File: config.mk
export PLATFORM = sky130hd
export DESIGN_NAME = alu_operand_fetch
export DESIGN_NICKNAME = d
export VERILOG_FILES = /design/src/rtl/alu_operand_fetch.sv
export SDC_FILE = /design/constraint.sdc
export NUM_CORES = 1
export LEC_CHECK = 0
export CORE_UTILIZATION = 59
export CTS_CLUSTER_DIAMETER = 80
export DETAILED_ROUTE_END_ITERATION = 8
export PLACE_DENSITY_LB_ADDON = 0.15
export RECOVER_POWER = 25
export REMOVE_ABC_BUFFERS = 1
export SLEW_MARGIN = 5
export SYNTH_ARGS = -nofsm -noshare
export SYNTH_HDL_FRONTEND = slang
export SYNTH_SLANG_ARGS = --single-unit
File: constraint.sdc
create_clock -name clk -period 4.62 [get_ports clk]
set_input_delay 0.924 -clock clk [delete_from_list [all_inputs] [get_ports clk]]
set_output_delay 0.924 -clock clk [all_outputs]
set_load 0.05 [all_outputs]
File: src/rtl/alu_operand_fetch.sv
// Operand fetch stage for a pipelined 4-bit ALU.
// Holds an 8 x 4-bit register file, issues operands/opcode to the ALU,
// tracks in-flight destinations for ALU_LAT cycles, stalls on RAW hazards,
// and writes ALU results back into the register file in issue order.
module alu_operand_fetch #(
  parameter int ALU_LAT = 2
) (
  input  logic       clk,
  input  logic       rst,
  input  logic       in_valid,
  output logic       in_ready,
  input  logic [2:0] in_op,
  input  logic [2:0] in_rs1,
  input  logic [2:0] in_rs2,
  input  logic [2:0] in_rd,
  input  logic       wr_en,
  input  logic [2:0] wr_addr,
  input  logic [3:0] wr_data,
  output logic [3:0] A,
  output logic [3:0] B,
  output logic [2:0] ALU_sel,
  input  logic [3:0] alu_result,
  input  logic       carry_out,
  output logic       wb_valid,
  output logic [2:0] wb_rd,
  output logic [3:0] wb_data,
  output logic       wb_carry,
  output logic       busy
);

  localparam logic [2:0] OP_NOP = 3'b111;

  // Register file and its per-entry next values.
  logic [3:0] rf_reg  [8];
  logic [3:0] rf_next [8];

  // In-flight tracker: stage 0 is the youngest, stage ALU_LAT-1 exits next edge.
  logic [ALU_LAT-1:0] trk_valid_reg;
  logic [2:0]         trk_rd_reg [ALU_LAT];

  logic [ALU_LAT-1:0] stage_hit;
  logic               hazard;
  logic               issue;
  logic               capture;
  logic [2:0]         cap_rd;

  // A stage hits when it holds a valid destination that the offered op reads.
  // The exiting stage is included, since the RF is only updated at that edge.
  genvar gi;
  generate
    for (gi = 0; gi < ALU_LAT; gi++) begin : g_hit
      assign stage_hit[gi] = trk_valid_reg[gi] &&
                             ((trk_rd_reg[gi] == in_rs1) || (trk_rd_reg[gi] == in_rs2));
    end
  endgenerate

  // A NOP reads nothing, so it never waits on a pending result.
  assign hazard   = (in_op != OP_NOP) && (|stage_hit);
  assign in_ready = rst && !wr_en && !hazard;
  assign issue    = in_valid && in_ready;
  assign capture  = trk_valid_reg[ALU_LAT-1];
  assign cap_rd   = trk_rd_reg[ALU_LAT-1];
  assign busy     = |trk_valid_reg;

  // Writeback takes priority over the direct load port on the same register.
  generate
    for (gi = 0; gi < 8; gi++) begin : g_rf
      assign rf_next[gi] = (capture && (cap_rd == 3'(gi))) ? alu_result :
                           (wr_en && (wr_addr == 3'(gi)))  ? wr_data    :
                                                             rf_reg[gi];
    end
  endgenerate

  // Register file update (reset clears every entry).
  always_ff @(posedge clk) begin
    if (!rst) begin
      for (int i = 0; i < 8; i++) begin
        rf_reg[i] <= '0;
      end
    end else begin
      for (int i = 0; i < 8; i++) begin
        rf_reg[i] <= rf_next[i];
      end
    end
  end

  // Tracker shifts every cycle; a bubble enters when nothing valid issues.
  always_ff @(posedge clk) begin
    if (!rst) begin
      trk_valid_reg <= '0;
      for (int i = 0; i < ALU_LAT; i++) begin
        trk_rd_reg[i] <= '0;
      end
    end else begin
      trk_valid_reg[0] <= issue && (in_op != OP_NOP);
      trk_rd_reg[0]    <= in_rd;
      for (int i = 1; i < ALU_LAT; i++) begin
        trk_valid_reg[i] <= trk_valid_reg[i-1];
        trk_rd_reg[i]    <= trk_rd_reg[i-1];
      end
    end
  end

  // Operand/opcode registers load from pre-edge RF contents on issue, else hold.
  always_ff @(posedge clk) begin
    if (!rst) begin
      A       <= '0;
      B       <= '0;
      ALU_sel <= '0;
    end else if (issue) begin
      A       <= rf_reg[in_rs1];
      B       <= rf_reg[in_rs2];
      ALU_sel <= in_op;
    end
  end

  // Writeback report: one-cycle pulse per captured result, payload holds between.
  always_ff @(posedge clk) begin
    if (!rst) begin
      wb_valid <= 1'b0;
      wb_rd    <= '0;
      wb_data  <= '0;
      wb_carry <= 1'b0;
    end else begin
      wb_valid <= capture;
      if (capture) begin
        wb_rd    <= cap_rd;
        wb_data  <= alu_result;
        wb_carry <= carry_out;
      end
    end
  end

endmodule

---- Yosys cells after proc, flatten, opt, wreduce, memory -nomap -nowiden ----
Memory sizes are Yosys's and may differ from the RTL's. A register that Yosys moved wholly into a read port is not among the register bits.
Cells that the tools add are included.
W data, S select, Z words.
cells by class
  add/subtract/negate cells ............... 0
  multiply operators ...................... 0
  divide/modulo/power cells ............... 0
  $lt $le $gt $ge ......................... 0
  equality and inequality tests ........... 27
  shift-type cells ........................ 0
  muxes and demuxes ....................... 28
  bitwise gates (word level) .............. 10
  reduce and logical (&&, ||, !) cells .... 41
operators by type and width
  cell                  count
  $mux W4               24
  $eq A3 B3 Y1 const B  8
  $logic_and A1 B1 Y1   23
  $ne A2 B2 Y1 const B  8
  $reduce_and A2 Y1     8
  $eq A3 B2 Y1 const B  4
  $eq A3 B3 Y1          4
  $or A1 B1 Y1          10
  $eq A3 B1 Y1 const B  2
  $logic_not A3 Y1      2
  $mux W3               2
  $logic_not A1 Y1      4
  $reduce_or A2 Y1      2
  $ne A3 B3 Y1 const B  1
  $logic_or A1 B1 Y1    2
  $mux W1               2
word-level totals
  bits in registers ....................... 14
  latch bits .............................. 0
  RAM bits ................................ 38
  memory bits (read-only) ................. 0
  input bits .............................. 28
  output and inout bits ................... 22
  logic and storage cells ................. 114
  memories kept ........................... 2
memory list
  name        words  bits a word  rd ports  clocked after memory_dff  wr ports  line  text
  rf_reg      8      4            2         2                         8         34    logic [3:0] rf_reg [8];
  trk_rd_reg  2      3            2         0                         2         39    logic [2:0] trk_rd_reg [ALU_LAT];

---- Longest topological paths before layout ----
Gate-level depths: netlist (run 1).
  depth in word-level cells ............... 9
  mapped depth ............................ 7
  gate-level depth less buffers ........... 5

---- Least setup slack after synthesis (run 1) ----
No wires, ideal clock.
  path kind ............................... input -> output
  from .................................... input in_rs1[2]
  to ...................................... output in_ready
  arrival time ............................ 2.145 ns
  required time ........................... 3.696 ns
  slack ................................... 1.551 ns
  stages on the path ...................... 5
  buffers on the path ..................... 1
  cells stage by stage .................... buf_4 -> xor2_1 -> nor3_1 -> o211ai_2 -> and4b_1
between the ends
  word-level cells in the longest chain between the ends .. 7
  elaborated cells on any way between the ends .. 10
  those cells by class .................... 2 x eq/ne; 8 x reduce/logical
ends and longest elaborated chain
  item                     line  text
  start: declaration       13    input logic [2:0] in_rs1,
  $eq A3 B3 Y1             53    ((trk_rd_reg[gi] == in_rs1) || (trk_rd_reg[gi] == in_rs2));
  $logic_or A1 B1 Y1       53
  $logic_and A1 B1 Y1      52    assign stage_hit[gi] = trk_valid_reg[gi] &&
  $reduce_or A2 Y1 (*)     58    assign hazard = (in_op != OP_NOP) && (|stage_hit);
  $logic_and A1 B1 Y1 (*)  58
  $logic_not A1 Y1 (*)     59    assign in_ready = rst && !wr_en && !hazard;
  $logic_and A1 B1 Y1 (*)  59
  end: declaration         11    output logic in_ready,
Every way passes the cells marked *; elsewhere a longest branch is shown, timed or not.

---- Worst setup path in the final report (run 1) ----
  from .................................... input in_rs1[0]
  to ...................................... output in_ready
Same word-level chain as after synthesis.

==> results.rst, run 1 <==
.. list-table::
   :header-rows: 1

   * - Metric
     - Value
   * - Post-synthesis to final-layout area growth
     - 17.8%
   * - Num Clock Sinks
     - 60
   * - Pin count of the biggest net entering global routing
     - between 50 and 60
   * - Starting density of the core
     - 61.8%
   * - Post-synth EDFFs
     - 32
   * - Worst endpoint required time
     - between 3000 and 4000 ps
   * - Register share of total power
     - 50.1%
   * - Max Fanout on Critical Path
     - 10
   * - Worst min-delay path class
     - reg -> reg
   * - Leading cell type in the layout, fill and taps excluded
     - sky130_fd_sc_hd__mux2i_1
   * - Worst slew margin relative to its limit
     - -30.2%
   * - RSZ-0062 raised after global routing
     - false
   * - Core Region
     - 0.00554 mm2
   * - Vias
     - 2385
   * - Mean number of vias per cell
     - between 5 and 6
   * - Capture endpoint of the worst hold path
     - ALU_sel[0]
   * - Post-synthesis cell area
     - 0.00343 mm2
   * - Port buffer count
     - 49
   * - Synthesized area per cell
     - 12.0 um2
   * - Fin area
     - 0.00403 mm2
   * - Die W
     - slightly below 80 um
   * - Origin of the worst min-delay path
     - ALU_sel[0]
   * - Weighted congestion at the end of routability-driven global placement
     - 0.817
   * - Htree depth
     - 3
   * - Number of instances in the synthesized netlist
     - 285
   * - Cell count of the worst reg-to-reg path
     - 4
   * - Maximum clock skew at final layout
     - 9.09 ps
   * - Synthesis warning total
     - 0
   * - Post-route fraction of the period consumed by the critical path
     - 81.7%
   * - Root buffer selected by CTS
     - sky130_fd_sc_hd__clkbuf_8
   * - Die height
     - 78.2 um
   * - Hold-fix buffer count after cts
     - 0
   * - Peak clock frequency supported by timing
     - 0.265 GHz
   * - Reg-to-Reg Start
     - trk_rd_reg[0][5]
   * - Result of the run
     - finished, violations left
   * - Maximum root-to-sink buffer count
     - 2
   * - Part of the power in the clock network
     - about a third
   * - Critical path startpoint category
     - input pin
   * - Max Slew Vio Count
     - 53
   * - Worst R2R End
     - rf_reg[4][3]
   * - Sequential cell area fraction in the yosys report
     - between 40 and 50%
   * - Net count, final
     - 350
   * - TritonCTS buffer count
     - 9
   * - Worst vdd ir
     - 0.168 mV
   * - Share of final-layout standard cells stronger than drive strength 1
     - 9.79%
   * - Switch share
     - 25.9%
   * - Post-route worst hold slack
     - around 460 ps
   * - Placed standard-cell area
     - 0.00386 mm2
   * - Via count of the first global-routing pass
     - 2428
   * - Post-DRT Antenna Nets
     - 0
   * - Max-cap viol count
     - 1
   * - Distinct cell type count after synthesis
     - 36
   * - Critical Path AT
     - 2850 ps
   * - Proportion of synthesized flip-flops having asynchronous set or reset
     - 0%
   * - Number of flip-flops and latches in the synthesized netlist
     - 60
   * - Initial antenna violation count
     - 0
   * - Resize count post-CTS
     - 0
   * - Top library cells by usage in the layout, fill and taps aside
     - sky130_fd_sc_hd__mux2i_1, sky130_fd_sc_hd__clkdlybuf4s50_1, sky130_fd_sc_hd__edfxtp_1, sky130_fd_sc_hd__dfxtp_1, sky130_fd_sc_hd__nor2_1
   * - Post-detailed-route wirelength per cell
     - 19.3 um
   * - Type of destination of the critical path
     - output port
   * - Number of flip-flops in the largest register
     - 32
   * - Routed wire length
     - 7700 um
   * - Multi-input gate area
     - 0.00174 mm2
   * - GRT Total Usage
     - 28.0%
   * - Initial DRT Pass Iterations
     - 4
   * - Final HPWL from detailed placement
     - between 5000 and 6000 um
   * - Number of I/O pins
     - 50
   * - Shortest period the worst path allows
     - 3770 ps
   * - Net switching power
     - 0.314 mW
   * - Post-route setup TNS
     - 0 ps
   * - Final worst slack
     - ~850 ps
   * - Starting DRC count in detailed routing
     - approximately 200
   * - Leftover overflow at the end of global routing
     - 0
   * - Final hold vios
     - 0
   * - Fill cell count
     - approximately 400
   * - Leakage dissipation
     - between 1.5 and 2 nW
   * - Die area
     - 0.00612 mm2
   * - WS Path Type
     - in -> out
   * - Power per unit of standard cell area
     - 301 mW/mm2
   * - Wire length of the first global-routing pass
     - 12400 um
   * - Clock insertion delay at the later pin of the skew report
     - ~330 ps
   * - Power Internal
     - approximately 0.90 mW
   * - Worst Tran Pin Value
     - 1950 ps
   * - Combinational Power Share
     - 16.1%
   * - CTS clk-pin slew, worst paths
     - 60 ps
   * - Slack of the worst reg-to-reg path
     - 2580 ps
   * - Setup slack at placement
     - 871 ps
   * - Residual DRC
     - 0
   * - WHS Path Cells
     - 2
   * - Failing checks
     - capacitance limit, slew limit
   * - Count of final setup violators
     - 0
   * - Post-CTS Setup Bufs
     - 0
   * - Most frequently used flop master after synthesis
     - sky130_fd_sc_hd__edfxtp_1
   * - TritonCTS clock tree
     - done
   * - Number of diodes
     - 0
   * - Site Rows
     - 27
   * - Sequential standard cell area
     - about 0.0015 mm2
==> cell type report <==
cell class                 instances  share of cell area [%]
inverter                           2                   0.186
timing repair buffer              52                    12.6
tap                               72                    2.23
clock buffer                      14                    4.03
sequential                        60                    37.7
multi-input combinational        197                    43.0
clock inverter                     2                   0.248
==> power by group through the flow <==
stage | clock [mW] | sequential [mW] | combinational (mW)
3_5_place_dp | 0 | 0.619 | 0.194
2_1_floorplan | 0 | 0.637 | 0.0848
4_1_cts | 0.416 | 0.608 | 0.195
6_report | 0.410 | 0.608 | 0.195
5_1_grt | 0.441 | 0.610 | 0.209
3_3_place_gp | 0 | 0.618 | 0.191
==> worst max-delay path, cell delays in order <==
cell and delay, ps:
sky130_fd_sc_hd__clkdlybuf4s50_1 840, sky130_fd_sc_hd__xor2_1 190, sky130_fd_sc_hd__nor3_1 80, sky130_fd_sc_hd__o211ai_2 350, sky130_fd_sc_hd__and4b_1 260, sky130_fd_sc_hd__buf_4 200
==> kinds of logic after synthesis <==
logic type             count (synthesis)  share of synthesized area [%]
AO/OA/AOI/OAI                         19                           5.04
buffers and inverters                 28                           4.93
AND/OR/NAND/NOR                      100                           16.3
flip-flops                            60                           44.4
XOR/XNOR                              12                           3.07
multiplexers                          66                           26.2
==> routing by layer <==
layer | vias to the layer above | track usage, % | part of all wire, %
li1 | 1125 | - | -
met1 | 1114 | 34.8 | 43
met2 | 125 | 46.4 | 48
met3 | 21 | 6.51 | 6.8
met4 | 0 | 13.0 | 2.5
met5 | - | 0 | 0
==> worst max-delay path by stage <==
stage                     startpoint      endpoint  slack, ps  cells after the start
after CTS                  in_rs1[0]      in_ready        870                      6
after global routing             rst  rf_reg[7][0]        700                      3
final                      in_rs1[0]      in_ready        850                      6
after detailed placement   in_rs1[0]      in_ready        870                      6
after global placement     in_rs1[0]      in_ready        900                      6
after floorplan            in_rs1[1]      in_ready       1700                      4
==> per-stage QoR <==
| stage | power [mW] | util, % | cells |
|---|---|---|---|
| floorplan | 0.722 | - | 259 |
| global placement | 0.808 | 69.8 | 383 |
| detailed placement | 0.813 | 69.8 | 383 |
| CTS | 1.22 | 72.9 | 399 |
| global route | 1.26 | 72.8 | 399 |
| finish | 1.21 | 72.8 | 399 |
==> synthesized netlist by cell type (all sizes together), types with 9 or more instances <==
cell | instances | area share [%]
buf | 14 | 3.4
clkbuf | 12 | 1.3
dfxtp | 28 | 16
edfxtp | 32 | 28
mux2i | 50 | 15
mux4 | 16 | 12
nand2 | 16 | 1.8
nand4 | 9 | 1.6
nor2 | 25 | 2.7
nor2b | 17 | 3.1
xor2 | 12 | 3.1
(Power assumes the default switching activity.)
==> run 2: changes to the inputs <==
- CORE_UTILIZATION: 59 -> 55
- clock period: 4.62 -> 3.5 ns (I/O delays scaled with it)
==> results.rst, run 2 (same netlist as run 1, synthesis figures left out) <==
.. list-table::
   :header-rows: 1

   * - Metric
     - Value
   * - TritonCTS clock tree
     - done (unchanged)
   * - Core Region
     - 0.00596 mm2 (was 0.00554 mm2)
   * - Via count of the first global-routing pass
     - 2373 (was 2428)
   * - Pin count of the biggest net entering global routing
     - 53 (unchanged)
   * - Leakage dissipation
     - 1.70 nW (was 1.65 nW)
   * - Wire length of the first global-routing pass
     - 12100 um (was 12400 um)
   * - Share of final-layout standard cells stronger than drive strength 1
     - 11.5% (was 9.79%)
   * - Net count, final
     - 354 (was 350)
   * - Top library cells by usage in the layout, fill and taps aside
     - sky130_fd_sc_hd__mux2i_1, sky130_fd_sc_hd__clkdlybuf4s50_1, sky130_fd_sc_hd__edfxtp_1, sky130_fd_sc_hd__dfxtp_1, sky130_fd_sc_hd__nor2_1 (unchanged)
   * - Mean number of vias per cell
     - 5.95 (was 5.98)
   * - Critical Path AT
     - 2370 ps (was 2850 ps)
   * - Switch share
     - 24.6% (was 25.9%)
   * - Worst-path cell chain
     - clkdlybuf4s50_1 > xor2_1 > nor3_2 > o211ai_4 > and4b_1 > buf_12 (was clkdlybuf4s50_1 > xor2_1 > nor3_1 > o211ai_2 > and4b_1 > buf_4)
   * - Delay of the slowest critical-path stage
     - 720 ps (was 840 ps)
   * - TritonCTS buffer count
     - 9 (unchanged)
   * - Cell count of the worst reg-to-reg path
     - 6 (was 4)
   * - Final worst slack
     - 428 ps (was 846 ps)
   * - Post-route fraction of the period consumed by the critical path
     - between 80% and 90%
   * - Max Slew Vio Count
     - 0 (was 53)
   * - Vias
     - 2414 (was 2385)
   * - WHS Path Cells
     - 2 (unchanged)
   * - Die W
     - 80.9 um (was 78.2 um)
   * - Maximum clock skew at final layout
     - 8.80 ps (was 9.09 ps)
   * - Setup slack at placement
     - 438 ps (was 871 ps)
   * - Residual DRC
     - 0 (unchanged)
   * - Number of flip-flops in the largest register
     - 32 (unchanged)
   * - Worst min-delay path class
     - reg -> reg (unchanged)
   * - Net switching power
     - 0.426 mW (was 0.314 mW)
   * - Register share of total power
     - 46.3% (was 50.1%)
   * - Final HPWL from detailed placement
     - 5560 um (was 5480 um)
   * - Fill cell count
     - 464 (was 399)
   * - Type of destination of the critical path
     - output port (unchanged)
   * - Reg-to-Reg Start
     - trk_rd_reg[0][4] (was trk_rd_reg[0][5])
   * - GRT Total Usage
     - 26.4% (was 28.0%)
   * - Leftover overflow at the end of global routing
     - 0 (unchanged)
   * - Post-route setup TNS
     - 0 ps (unchanged)
   * - Worst vdd ir
     - 0.356 mV (was 0.168 mV)
   * - Hold-fix buffer count after cts
     - 0 (unchanged)
   * - RSZ-0062 raised after global routing
     - false (unchanged)
   * - Number of diodes
     - 0 (unchanged)
   * - Starting density of the core
     - 57.5% (was 61.8%)
   * - Part of the power in the clock network
     - 38.5% (was 33.8%)
   * - Clock insertion delay at the later pin of the skew report
     - 340 ps (was 330 ps)
   * - Worst endpoint required time
     - 2800 ps (was 3700 ps)
   * - Worst Tran Pin Value
     - 610 ps (was 1950 ps)
   * - Post-detailed-route wirelength per cell
     - 19.0 um (was 19.3 um)
   * - Initial DRT Pass Iterations
     - 4 (unchanged)
   * - Shortest period the worst path allows
     - just over 3000 ps
   * - Slack of the worst reg-to-reg path
     - 1530 ps (was 2580 ps)
   * - Starting DRC count in detailed routing
     - 122 (was 198)
   * - Power per unit of standard cell area
     - 419 mW/mm2 (was 301 mW/mm2)
   * - Combinational Power Share
     - 15.2% (was 16.1%)
   * - Htree depth
     - 3 (unchanged)
   * - Weighted congestion at the end of routability-driven global placement
     - 0.908 (was 0.817)
   * - Utilization after layout
     - 69.3% (was 72.8%)
   * - Post-DRT Antenna Nets
     - 0 (unchanged)
   * - Resize count post-CTS
     - 0 (unchanged)
   * - CTS clk-pin slew, worst paths
     - 60 ps (about the same)
   * - Post-CTS Setup Bufs
     - 0 (unchanged)
   * - Worst slew margin relative to its limit
     - 59.3% (was -30.2%)
   * - Number of I/O pins
     - 50 (unchanged)
   * - Power Internal
     - 1.30 mW (was 0.899 mW)
   * - Critical path startpoint category
     - input pin (unchanged)
   * - Max Fanout on Critical Path
     - 10 (unchanged)
   * - Max stage delay cell, worst path
     - sky130_fd_sc_hd__clkdlybuf4s50_1 (unchanged)
   * - Capture endpoint of the worst hold path
     - ALU_sel[0] (unchanged)
   * - Root buffer selected by CTS
     - sky130_fd_sc_hd__clkbuf_8 (unchanged)
   * - Peak clock frequency supported by timing
     - 0.326 GHz
   * - Worst R2R End
     - B[1] (was rf_reg[4][3])
   * - Site Rows
     - 28 (was 27)
   * - Final hold vios
     - 0 (unchanged)
   * - Port buffer count
     - 49 (unchanged)
   * - Maximum root-to-sink buffer count
     - 2 (unchanged)
   * - Post-synthesis to final-layout area growth
     - 20.5% (was 17.8%)
   * - Routed wire length
     - 7730 um (was 7700 um)
   * - Num Clock Sinks
     - 60 (unchanged)
   * - Leading cell type in the layout, fill and taps excluded
     - sky130_fd_sc_hd__mux2i_1 (unchanged)
   * - Origin of the worst min-delay path
     - ALU_sel[0] (unchanged)
   * - Result of the run
     - finished clean (was finished, violations left)
   * - WS Path Type
     - in -> out (unchanged)
   * - Die height
     - 80.9 um (was 78.2 um)
   * - Die area
     - 0.00655 mm2 (was 0.00612 mm2)
   * - Count of final setup violators
     - 0 (unchanged)
   * - Initial antenna violation count
     - 0 (unchanged)
   * - Max-cap viol count
     - 0 (was 1)
## run 2: cell count changes in the layout (fill, tap and decap cells not counted), sizes merged
cell | previous run | this run
dlygate4sd3 | 1 | 2
clkdlybuf4s50 | 47 | 46
buf | 3 | 8
bufinv | 0 | 1
clkinv | 2 | 0
## run 2: power groups by stage
stage,sequential [mW],combinational [mW],clock [mW]
2_1_floorplan,0.841,0.112,0
3_3_place_gp,0.814,0.259,0
3_5_place_dp,0.816,0.262,0
4_1_cts,0.800,0.263,0.679
5_1_grt,0.804,0.280,0.714
6_report,0.801,0.263,0.665
## run 2: layout make-up
cell class | count | area, um2 | area share (%)
multi-input cells | 197 | 1740 | 42.0
clock inverters | 1 | 30.0 | 0.727
inverters | 2 | 7.51 | 0.182
repair buffers | 56 | 553 | 13.4
flip-flops and latches | 60 | 1520 | 36.9
well taps | 75 | 93.8 | 2.27
clock buffers | 15 | 186 | 4.52
## run 2: worst max-delay path, delay by kind of cell
kind | cells | cell delay (ps)
compound gates | 1 | 170
xor+xnor | 1 | 240
buf+inv | 2 | 880
simple gates | 2 | 390
## run 2: layer usage
metal  share of wire [%]  track usage (%)  vias to the layer above
li1                    -                -                     1133
met1                  40             30.8                     1157
met2                  50             44.5                      101
met3                 6.9             8.54                       23
met4                 2.8             11.1                        0
met5                   0                0                        -
## run 2: how the worst max path moves through the flow
stage	from	endpoint	slack, ps	cells past startpoint
after floorplan	in_rs1[1]	in_ready	1030	4
after global placement	in_rs1[1]	in_ready	460	6
after detailed placement	in_rs1[1]	in_ready	440	6
after CTS	in_rs1[1]	in_ready	410	6
after global routing	in_rs1[1]	in_ready	280	6
final	in_rs1[1]	in_ready	430	6
## run 2: stage by stage
stage          power (mW)  hold slack (ps)  instance area, um2  std cells
3_3_place_gp         1.07              443                3910        390
6_report             1.73              457                4130        406
3_5_place_dp         1.08              453                3910        390
2_1_floorplan       0.953              467                3260        259
5_1_grt              1.80              479                4130        406
4_1_cts              1.74              463                4130        406
